--- config.mk ---
export PLATFORM = sky130hd
export DESIGN_NAME = mod_up_down_counter
export DESIGN_NICKNAME = d
export VERILOG_FILES = /design/src/rtl/mod_up_down_counter.sv
export SDC_FILE = /design/constraint.sdc
export NUM_CORES = 1
export LEC_CHECK = 0
export CAP_MARGIN = 20
export CORE_MARGIN = 3
export CORE_UTILIZATION = 42
export CTS_BUF_LIST = sky130_fd_sc_hd__clkbuf_16
export CTS_CLUSTER_DIAMETER = 30
export DETAILED_ROUTE_END_ITERATION = 16
export PLACE_DENSITY_LB_ADDON = 0.25
export SYNTH_ARGS = -nofsm -noshare
export SYNTH_HDL_FRONTEND = slang
export SYNTH_SLANG_ARGS = --single-unit
--- constraint.sdc ---
create_clock -name clk -period 2.55 [get_ports clk]
set_clock_uncertainty 0.2 [all_clocks]
set_input_delay 0.255 -clock clk [delete_from_list [all_inputs] [get_ports clk]]
set_output_delay 0.255 -clock clk [all_outputs]
set_load 0.01 [all_outputs]
--- src/rtl/mod_up_down_counter.sv ---
// Parametrised up/down counter over 0..MAX with step, parallel load, wrap or
// saturate mode, boundary flags, terminal-count pulse and sticky overflow.
module mod_up_down_counter #(
  parameter int unsigned BITS     = 4,
  parameter int unsigned MAX      = 15,
  parameter bit          SATURATE = 1'b0
) (
  input  logic            clk,
  input  logic            reset,
  input  logic            enable,
  input  logic            up,
  input  logic [BITS-1:0] step,
  input  logic            load,
  input  logic [BITS-1:0] d,
  input  logic            clr_flags,
  output logic [BITS-1:0] Q,
  output logic            at_max,
  output logic            at_min,
  output logic            tc,
  output logic            ovf
);

  localparam int unsigned W     = BITS + 1;
  localparam bit          FULL  = (MAX == (2 ** BITS) - 1);
  localparam logic [BITS-1:0] MAX_B = BITS'(MAX);
  localparam logic [W-1:0]    MAX_W = W'(MAX);
  localparam logic [W-1:0]    MOD_W = W'(MAX + 1);

  generate
    if (MAX < 1 || (MAX >> BITS) != 0) begin : g_bad_max
      $fatal(1, "mod_up_down_counter: MAX must lie in 1..2^BITS-1");
    end
  endgenerate

  logic [BITS-1:0] s_eff;
  logic [BITS-1:0] d_eff;

  // Clamp step and load value to MAX; a full-range MAX needs no clamp.
  generate
    if (FULL) begin : g_no_clip
      assign s_eff = step;
      assign d_eff = d;
    end else begin : g_clip
      assign s_eff = (step > MAX_B) ? MAX_B : step;
      assign d_eff = (d > MAX_B) ? MAX_B : d;
    end
  endgenerate

  logic [W-1:0]    sum;
  logic [BITS-1:0] q_next;
  logic            tc_next;
  logic            ovf_next;
  logic            boundary;

  // Next-state: load, then enabled count with boundary detection.
  always_comb begin
    sum      = {1'b0, Q} + {1'b0, s_eff};
    q_next   = Q;
    boundary = 1'b0;
    if (load) begin
      q_next = d_eff;
    end else if (enable) begin
      if (up) begin
        if (sum > MAX_W) begin
          boundary = 1'b1;
          q_next   = SATURATE ? MAX_B : BITS'(sum - MOD_W);
        end else begin
          q_next = BITS'(sum);
        end
      end else begin
        if (s_eff <= Q) begin
          q_next = Q - s_eff;
        end else begin
          boundary = 1'b1;
          q_next   = SATURATE ? '0 : BITS'({1'b0, Q} + MOD_W - {1'b0, s_eff});
        end
      end
    end
    tc_next  = boundary;
    ovf_next = boundary ? 1'b1 : (clr_flags ? 1'b0 : ovf);
  end

  always_ff @(posedge clk) begin
    if (reset) begin
      Q   <= '0;
      tc  <= 1'b0;
      ovf <= 1'b0;
    end else begin
      Q   <= q_next;
      tc  <= tc_next;
      ovf <= ovf_next;
    end
  end

  assign at_max = (Q == MAX_B);
  assign at_min = (Q == '0);

endmodule

==> results_dict.tcl <==
set metrics [dict create \
    ff2ff_setup_slack_ps 420 \
    die_w_um 43.4 \
    ios 22 \
    synth_edf_count 0 \
    yosysWarnings 0 \
    fillCellCount 101 \
    htreeDepth 1 \
    vias 578 \
    hold_class "register to register" \
    finalCritPeriodShare_pct 83.4 \
    drive_gt1_share_pct 4.35 \
    placed_cells 103 \
    hold_viol_final 0 \
    final_cell_count_no_fill 106 \
    grt_pass1_vias 567 \
    crit_type "register to register" \
    antenna_cells 0 \
    root_buffer "clkbuf_16" \
    status "completed" \
    ant_nets 0 \
    synth_mux_area_share_pct 1.70 \
    grt.overflow.total 0 \
    ys_ff_latch 6 \
    core_area_mm2 0.00120 \
    dr.first_iter.drc_count 12 \
    clk_pin_slew_worst_paths_ps 30 \
    yosysTopAreaCellShare_pct 20.4 \
    synth.avg_cell_area_um2 8.28 \
    multi_input_comb_area_um2 404 \
    grt_max_degree 10 \
    synth-compound-area-share_pct 20.2 \
    syn_to_final_growth_pct 45.7 \
    fin_util_pct 71.4 \
    initial_utilization_pct 49.0 \
    crit_required_ps 2460 \
    cts_sinks 6 \
    syn_inst 71 \
    place_area_um2 782 \
    critPathLaunchType "register" \
    maxCapViolations 0 \
    dieArea_mm2 0.00189 \
    syn_area_um2 588 \
    first_pass_iters 4 \
    grt_pass1_wl_um 2240 \
    postCtsSetupBuffers 0 \
    synth_common_cells "a21oi_1 (8), ha_1 (8), inv_1 (8), nor2_1 (8), dfxtp_1 (6)" \
    row_count 12 \
    final_cell_area_um2 857 \
    io_buffers 21 \
    irDropWorstVdd_mv 0.638 \
    gp_congestion 0.891 \
    dpl.hpwl_um 1110 \
    endpoint_kind "register" \
    synth_xor_area_share_pct 1.49 \
    synth-main-ff-cell "dfxtp_1" \
    detail_route.wl_per_cell_um 13.5 \
    drc 0 \
    die_y_um 43.4 \
    synth-simple-area-share_pct 21.5 \
    drv_slew 0 \
    yosysSeqAreaShare_pct 20.4 \
    routed_wl_um 1440 \
    synthAdderAreaFrac_pct 23.8 \
    synth_nets 95 \
    power_mw 0.483 \
    synth_largest_area_cell "dfxtp_1" \
    maxSlewHeadroom_pct 75.8 \
    setup_viol 0 \
    antenna_found_initial 0 \
    hold_slack_ps 308 \
    post_cts_resized 0 \
    setup_slack_ps 424 \
    layout.nets 118 \
    crit_arrival_ps 2030 \
    power_density_mw_per_mm2 563 \
    viasPerCell 5.45 \
    tns_ps 0 \
    leakagePower_nw 0.373 \
    fin_crit_ps 2130 \
    grt_usage_pct 15.3 \
    rsz0062_at_grt "no" \
    synth_area_leaders "dfxtp_1 (20%), ha_1 (17%), a21oi_1 (6.8%)" \
    worst-path-max-fanout 5 \
    clock_path_buffers 2 \
    ys_async_sr_fraction_pct 0 \
    cts-buffers-inserted 3 \
    hold_buffers 0 \
    post-place-ws_ps 228 \
    seq_area_um2 120 \
    cts_tree "yes" \
    fmax_ghz 0.470 \
    clkLatencyLatePin_ps 220 \
    worst_pin_slew_ps 362 \
    synth.distinct_cells 25 \
    synth_top_family_by_area "adder cells" \
]
==> critical path, stage by stage (launching register included) <==
cell and delay, ps:
dfxtp_1 400, inv_1 90, ha_1 230, fa_1 380, a21boi_0 140, o21ai_0 190
o211ai_1 140, a32o_1 250
==> cells in the final DEF (no fill, tap or decap), types with 2 or more instances in the layout <==
master           Yosys  final
nand2_1              4      4
o211ai_1             2      2
nor3_1               3      3
clkdlybuf4s50_1      0     21
inv_1                8      8
dfxtp_1              6      6
a21oi_1              8      8
nor2b_1              2      2
clkbuf_16            0      3
o21ai_0              3      3
fa_1                 2      2
nor2_1               8      8
a211o_1              2      2
ha_1                 8      8
==> layout make-up <==
cell class	count	area share, %
flip-flops and latches	6	14.0
repair buffers	21	24.5
inverters	8	3.50
multi-input cells	54	47.2
clock buffers	3	8.76
well taps	14	2.04
==> metal layers <==
metal,up-vias,track usage (%),wire length (um)
met1,271,15.6,603
met2,17,29.8,739
met4,0,1.81,0
li1,290,-,-
met3,0,5.81,92
met5,-,0,0
==> worst paths after layout <==
kind         start  endpoint  cells past startpoint
max           Q[0]       ovf                      7
max reg2reg   Q[0]       ovf                      7
min            ovf       ovf                      1
min reg2reg    ovf       ovf                      1
==> cells by family after synthesis <==
family	count (synthesis)
XOR/XNOR	1
adder cells (fa/ha/maj)	10
multiplexers	1
AO/OA/AOI/OAI	19
buffers and inverters	11
flip-flops	6
AND/OR/NAND/NOR	23
==> registers in the layout (all words and copies together) (netlist names) <==
signal  count
tc          1
ovf         1
Q           4
==> power by group <==
group / total (mW) / internal [mW] / switching [mW]
clock network: 0.248 / 0.201 / 0.0471
registers: 0.112 / 0.101 / 0.0106
logic: 0.123 / 0.0662 / 0.0566
(Power assumes the default switching activity.)
